===== src/rtl/exe_issue_ctrl.sv =====
// Issue stage in front of a registered execution unit.
// Requests are queued in a small FIFO, issued one at a time to the unit's
// operand registers, and the unit's result/status is handed downstream with
// a valid/ready handshake. Results with a non-zero status are counted.
module exe_issue_ctrl #(
    parameter int m     = 4,
    parameter int n     = 2,
    parameter int DEPTH = 4,
    parameter int CW    = 8
) (
    input  logic                       i_clk,
    input  logic                       i_rsn,
    input  logic                       i_valid,
    output logic                       o_ready,
    input  logic [n-1:0]               i_oper,
    input  logic [m-1:0]               i_argA,
    input  logic [m-1:0]               i_argB,
    output logic [n-1:0]               o_oper,
    output logic [m-1:0]               o_argA,
    output logic [m-1:0]               o_argB,
    input  logic [m-1:0]               i_exe_result,
    input  logic [1:0]                 i_exe_status,
    output logic                       o_res_valid,
    input  logic                       i_res_ready,
    output logic [m-1:0]               o_result,
    output logic [1:0]                 o_status,
    output logic [$clog2(DEPTH):0]     o_level,
    output logic [CW-1:0]              o_err_cnt
);

    localparam int AW = $clog2(DEPTH);
    localparam int LW = AW + 1;
    localparam int EW = n + 2 * m;

    typedef enum logic [1:0] {
        IDLE   = 2'd0,
        ISSUE  = 2'd1,
        RESULT = 2'd2
    } state_t;

    state_t          state;
    state_t          state_nxt;
    logic [EW-1:0]   mem [DEPTH];
    logic [AW-1:0]   wr_ptr;
    logic [AW-1:0]   rd_ptr;
    logic [LW-1:0]   level;
    logic            push;
    logic            pop;
    logic            res_hs;

    assign o_ready     = (level != LW'(DEPTH));
    assign push        = i_valid && o_ready;
    assign o_level     = level;
    assign o_res_valid = (state == RESULT);
    assign o_result    = o_res_valid ? i_exe_result : '0;
    assign o_status    = o_res_valid ? i_exe_status : 2'b00;
    assign res_hs      = o_res_valid && i_res_ready;

    // Next-state and pop decision: only one operation may be in flight.
    always_comb begin
        state_nxt = state;
        pop       = 1'b0;
        case (state)
            IDLE: begin
                if (level != '0) begin
                    pop       = 1'b1;
                    state_nxt = ISSUE;
                end
            end
            ISSUE: begin
                state_nxt = RESULT;
            end
            RESULT: begin
                if (i_res_ready) begin
                    if (level != '0) begin
                        pop       = 1'b1;
                        state_nxt = ISSUE;
                    end else begin
                        state_nxt = IDLE;
                    end
                end
            end
            default: begin
                state_nxt = IDLE;
            end
        endcase
    end

    // State register.
    always_ff @(posedge i_clk or negedge i_rsn) begin
        if (!i_rsn) begin
            state <= IDLE;
        end else begin
            state <= state_nxt;
        end
    end

    // FIFO storage; contents are don't-care until written, so no reset.
    always_ff @(posedge i_clk) begin
        if (push) begin
            mem[wr_ptr] <= {i_oper, i_argA, i_argB};
        end
    end

    // FIFO pointers and occupancy; pointers wrap naturally at DEPTH.
    always_ff @(posedge i_clk or negedge i_rsn) begin
        if (!i_rsn) begin
            wr_ptr <= '0;
            rd_ptr <= '0;
            level  <= '0;
        end else begin
            if (push) begin
                wr_ptr <= wr_ptr + AW'(1);
            end
            if (pop) begin
                rd_ptr <= rd_ptr + AW'(1);
            end
            level <= level + LW'(push) - LW'(pop);
        end
    end

    // Operand registers load the FIFO head on a pop and hold otherwise.
    always_ff @(posedge i_clk or negedge i_rsn) begin
        if (!i_rsn) begin
            o_oper <= '0;
            o_argA <= '0;
            o_argB <= '0;
        end else if (pop) begin
            {o_oper, o_argA, o_argB} <= mem[rd_ptr];
        end
    end

    // Saturating count of accepted results with non-zero status.
    always_ff @(posedge i_clk or negedge i_rsn) begin
        if (!i_rsn) begin
            o_err_cnt <= '0;
        end else if (res_hs && (o_status != 2'b00) && (o_err_cnt != '1)) begin
            o_err_cnt <= o_err_cnt + CW'(1);
        end
    end

endmodule


===== config.mk =====
export PLATFORM = sky130hd
export DESIGN_NAME = exe_issue_ctrl
export DESIGN_NICKNAME = d
export VERILOG_FILES = /design/src/rtl/exe_issue_ctrl.sv
export SDC_FILE = /design/constraint.sdc
export NUM_CORES = 1
export LEC_CHECK = 0
export CORE_ASPECT_RATIO = 0.5
export CORE_MARGIN = 2
export CORE_UTILIZATION = 45
export DETAILED_ROUTE_END_ITERATION = 8
export PLACE_DENSITY = 0.69
export SYNTH_ARGS = -nofsm -noshare
export SYNTH_HDL_FRONTEND = slang
export SYNTH_SLANG_ARGS = --single-unit

===== constraint.sdc =====
create_clock -name i_clk -period 2.7 [get_ports i_clk]
set_input_delay 0.405 -clock i_clk [delete_from_list [all_inputs] [get_ports i_clk]]
set_output_delay 0.405 -clock i_clk [all_outputs]
set_load 0.02 [all_outputs]

Word level (Yosys, flattened, before mapping)
Memories as Yosys holds them, arrays and structs flattened. A register that Yosys moved wholly into a read port is not among the register bits.
Cells that the tools add are included.
{"block": "totals", "reg_bits": 17, "ramBits": 40, "input_bits": 20, "elab_cells": 37, "mem_count": 1}
{"memory": "mem", "words": 4, "width": 10, "read_ports": 1, "rd_clocked_by_memory_dff": 1, "wr": 1, "line_no": "43", "source": "logic [EW-1:0] mem [DEPTH];"}
{"block": "classes", "n_addsub": 5, "n_eq_ne": 6, "muxes": 11, "reduce_logical": 9}
{"operator": "adder 8 x 1 -> 8 bit (second input constant)", "count": 1}
{"operator": "inequality test 8 bit (second input constant)", "count": 1}
{"operator": "2-to-1 mux 2 bit", "count": 3}
{"operator": "case mux 2 bit (3 select lines)", "count": 1}
{"operator": "2-to-1 mux 1 bit", "count": 5}
{"operator": "adder 2 x 1 -> 2 bit (second input constant)", "count": 2}
{"operator": "logical AND 1 bit", "count": 4}
{"operator": "2-to-1 mux 4 bit", "count": 1}
{"operator": "adder 3 x 1 -> 3 bit", "count": 1}
{"operator": "inequality test 3 bit (second input constant)", "count": 1}
{"operator": "nonzero test 3 bit", "count": 1}
{"operator": "subtractor 3 x 1 -> 3 bit", "count": 1}
{"operator": "equality test 2 x 1 -> 1 bit (second input constant)", "count": 1}
{"operator": "equality test 2 bit (second input constant)", "count": 1}
{"operator": "logical NOT 2 bit", "count": 1}
{"operator": "inequality test 2 x 1 -> 1 bit (second input constant)", "count": 1}
{"operator": "inequality test 2 bit (second input constant)", "count": 1}
{"operator": "case mux 1 bit (2 select lines)", "count": 1}
{"operator": "AND reduction 2 bit", "count": 1}
{"operator": "nonzero test 2 bit", "count": 1}
{"operator": "logical NOT 1 bit", "count": 1}

Depth between registers and ports, before layout
{"block": "depth", "ltp_word": 5, "ltp_mapped": 10, "ltp_nobuf": 10}

Least setup slack after synthesis
No wires, ideal clock.
{"block": "synth_path", "path_type": "register to register", "start": "register level[1] (netlist: o_level[1])", "end": "register level[2] (netlist: o_level[2])", "setup_ps": 123, "arrival_ps": 2143, "required_ps": 2577, "slack_ps": 434, "path_stages_with_launch": 11, "cell_sequence": "dfrtp_1 > nor2_1 > nand2_1 > and2_1 > inv_1 > ha_1 > inv_1 > ha_1 > fa_1 > xnor2_1 > xnor2_1"}
{"element": "start, declared", "line_no": "46", "source": "logic [LW-1:0] level;"}
{"element": "start signal, assigned", "line_no": "118", "source": "level <= level + LW'(push) - LW'(pop);"}
{"element": "inequality test 3 bit", "line_no": "51", "source": "assign o_ready = (level != LW'(DEPTH));"}
{"element": "named net o_ready", "line_no": "14", "source": "output logic o_ready,"}
{"element": "logical AND 1 bit", "line_no": "52", "source": "assign push = i_valid && o_ready;"}
{"element": "adder 3 x 1 -> 3 bit", "line_no": "118"}
{"element": "subtractor 3 x 1 -> 3 bit", "line_no": "118"}
The timed path passes the listed nets, and every way through them passes these cells.
A chain may end at the register's enable or synchronous reset.

Worst setup path after layout
{"block": "layout_path", "start": "register state[0]", "end": "output o_result[1]"}
{"block": "layout_via", "elab_chain_len": 2}
{"element": "start, declared", "line_no": "41", "source": "state_t state;"}
{"element": "start signal, assigned", "line_no": "94", "source": "state <= state_nxt;"}
{"element": "equality test 2 bit", "line_no": "54", "source": "assign o_res_valid = (state == RESULT);"}
{"element": "2-to-1 mux 4 bit", "line_no": "55", "source": "assign o_result = o_res_valid ? i_exe_result : '0;"}
{"element": "end, declared", "line_no": "25", "source": "output logic [m-1:0] o_result,"}
No other way between the ends.

==> metrics.md <==
| Metric | Value |
|---|---|
| Status | finished, final reports clean |
| Chip height | 60.2 µm |
| Share of cells above drive strength 1 | 21.8% |
| Sw Share | 31.4% |
| Wire per inst | 15.5 µm |
| # setup viols final | 0 |
| Cell taking the most area after synthesis | edfxtp_1 |
| FMAX | 414 MHz |
| GR Util All Layers | 15.9% |
| Leak | 1.44 nW |
| Worst Tran Pin Value | 0.755 ns |
| Synth area leaders | edfxtp_1 42%, dfrtp_1 24%, mux4_2 7.9% |
| Setup Skew | 0.00819 ns |
| CTS max path bufs | 2 |
| Slowest-stage cell, CP | clkdlybuf4s50_1 |
| Post-Synth Simple-Gate Area | 9.37% |
| PwrDens | 1180 nW/µm² |
| Sequential area share after synthesis | 66.0% |
| Worst R2R Path Depth | 10 |
| EDFF count, synth | 40 |
| RSZ-0062 raised after global routing | false |
| Clock root buffer | clkbuf_16 |
| Comb power frac | 35.6% |
| Startpoint types | register |
| Worst-path clk slew | 0.05 ns |
| ANT nets after route | 0 |
| Post-Synthesis Cells | 163 |
| Critical Path RT | 2.30 ns |
| Xor/xnor share of the synthesized area | 1.85% |
| Primary FF master, synth | edfxtp_1 |
| Max-cap viol count | 0 |
| Cell variety after synth | 33 |
| Crit path DAT | 2.01 ns |
| Combinational family with the most area after synthesis | multiplexers |
| Worst path buffer plus inverter count | 1 |
| Hold buffer count at CTS | 0 |
| Hold Worst Slack | 0.457 ns |
| Clk Latency, worst-skew pair | 0.32 ns |
| TNS Setup | 0 ns |
| Mean area per synthesized cell | 17.5 µm² |
| Final Critical Period | 2.41 ns |
| Complex-gate fraction of the synthesized area | 0.440% |
| Final net count | 248 |
| Clock group share of total power | 25.8% |
| R2r setup slk | 0.55 ns |
| Post-DP HPWL | 3.25 mm |
| Crit path launch | state[0]$_DFFE_PN0P_ |
| IO buf count | 48 |
| Clock sink count | 67 |
| P_int | 0.00301 W |
| Worst VDD drop | 0.384 mV |
| Most common cell in the netlist | edfxtp_1 |
| TritonCTS clock tree | done |
| Via count | 1546 |
| Sw Pwr | 0.00138 W |
| Post-synth top area share | 42.2% |
| # diodes | 0 |
| Crit-path leading delay family | simple AND/OR/NAND/NOR gates |
| Final slew viol count | 0 |
| Commonest cells in the netlist | 40 x edfxtp_1, 27 x dfrtp_1, 10 x mux2_4, 10 x mux4_2, 9 x inv_1 |
| Num CTS Buffers | 9 |
| Via density per instance | 4.94 |
| Global route total overflow | 0 |
| Num rows | 20 |
| H-tree levels | 3 |
| Worst Setup End Kind | primary output |
| Setup CP Type | reg2out |
| Synth warn | 0 |
| Hold Path Class | in2async |
| Critical Path End | o_result[1] |
| Synthesized area | 2850 µm² |
| CP Cell Sequence | nor2b_1, and2_1, clkdlybuf4s50_1 |
| Initial antenna violation count | 0 |
| # DRC | 0 |
| Worst-path fanout max | 9 |
| Post-synth ARST share | 40.3% |
| Mux contribution to synthesized area | 16.3% |
| Post-Synth Adder-Cell Area | 3.78% |
| Largest net degree at the start of global routing | 28 |
| Reg power frac | 38.5% |
| Final hold violation count | 0 |
| Register bit count reported by yosys | 67 |
| Max_slew headroom | 49.7% |
| Drt first pass iters | 4 |
| Initial DRC count | 92 |
| Vias in the first global route | 1581 |
| Worst r2r dst | o_level[2]$_DFF_PN0_ |
| Total Wirelength | 4.85 mm |
| PostCTS Resize Cnt | 0 |
| WP depth | 3 |
| R2R Path Start | o_level[1]$_DFF_PN0_ |
| Synthesized net count | 191 |
| Initial Utilization | 46.8% |
| Core Region | 6080 µm² |
| Worst path max stage delay | 0.61 ns |
| GPL Wtd Cong | 0.776 |
| Final core utilization | 61.1% |
| Die area | 7010 µm² |
| Area Growth Syn to Fin | 30.5% |
| Die Wd | 116 µm |
| First-pass GRT wire length | 7.87 mm |
| Final worst path period share | 89.4% |
| Ports | 49 |
| Post-CTS setup buffers | 0 |
[through the flow]
stage / area [µm²] / total power [W] / setup WS (ns) / std cells
floorplan: 2850 / 0.00272 / 0.434 / 163
global placement: 3420 / 0.00324 / 0.244 / 297
detailed placement: 3420 / 0.00330 / 0.200 / 297
CTS: 3710 / 0.00445 / 0.250 / 313
global route: 3710 / 0.00465 / 0.162 / 313
finish: 3710 / 0.00439 / 0.286 / 313
[how the worst min path moves through the flow]
stage	cells past startpoint	startpoint	slack, ns	end
final	2	i_rsn	0.46	o_argA[0]$_DFFE_PN0P_
after global routing	2	i_rsn	0.52	o_argA[2]$_DFFE_PN0P_
after CTS	2	i_rsn	0.47	o_argA[0]$_DFFE_PN0P_
after detailed placement	1	o_argA[2]$_DFFE_PN0P_	0.50	o_argA[2]$_DFFE_PN0P_
after global placement	1	o_oper[1]$_DFFE_PN0P_	0.49	o_oper[1]$_DFFE_PN0P_
after floorplan	0	i_rsn	0.11	o_argA[0]$_DFFE_PN0P_
[flip-flops by register name, summed over array words and instances, names as in the netlist]
register / flops
o_argB: 4
o_oper: 2
o_argA: 4
mem: 40
state: 2
o_level: 3
rd_ptr: 2
wr_ptr: 2
o_err_cnt: 8
[power groups by stage]
stage	clock network, W	registers (W)	logic (W)
after floorplan	0	0.00176	0.000965
after detailed placement	0	0.00171	0.00159
final	0.00113	0.00169	0.00156
after global routing	0.00121	0.00174	0.00170
after CTS	0.00116	0.00170	0.00159
after global placement	0	0.00169	0.00154
[layout make-up]
type,instances,area (µm²)
fillers,468,2370
flip-flops and latches,67,1880
multi-input cells,83,903
repair buffers,50,495
clock buffers,10,229
well taps,88,110
clock inverters,6,65.1
inverters,9,33.8
[cells by family after synthesis]
kind of cell	after synthesis
multiplexers	28
flip-flops	67
buffers and inverters	13
XOR/XNOR	6
AO/OA/AOI/OAI	2
adder cells (fa/ha/maj)	8
AND/OR/NAND/NOR	39
[placed cells by master (no fill, tap or decap), types with 2 or more instances in the layout]
master | synthesis | routed
and2_1 | 7 | 7
and3_1 | 4 | 4
buf_4 | 2 | 2
clkbuf_16 | 0 | 9
clkdlybuf4s50_1 | 0 | 48
clkinv_2 | 0 | 2
dfrtp_1 | 27 | 27
edfxtp_1 | 40 | 40
ha_1 | 7 | 7
inv_1 | 9 | 9
mux2_1 | 2 | 2
mux2_2 | 5 | 5
mux2_4 | 10 | 10
mux4_2 | 10 | 10
nand2_1 | 6 | 6
nand3_1 | 4 | 4
nand4_1 | 2 | 2
nor2_1 | 4 | 4
nor2b_1 | 2 | 2
nor3_2 | 2 | 2
xnor2_1 | 4 | 4
xor2_1 | 2 | 2
[metal layers]
| metal | wire, µm | share of wire (%) | up-vias | GRT usage (%) |
|---|---|---|---|---|
| met5 | 0 | 0 | - | 0 |
| met4 | 101 | 2.1 | 0 | 8.67 |
| met3 | 254 | 5.2 | 11 | 4.67 |
| met2 | 2290 | 47 | 39 | 26.1 |
| met1 | 2210 | 45 | 778 | 19.5 |
| li1 | - | - | 718 | - |
Power figures use the tool's default switching activity.
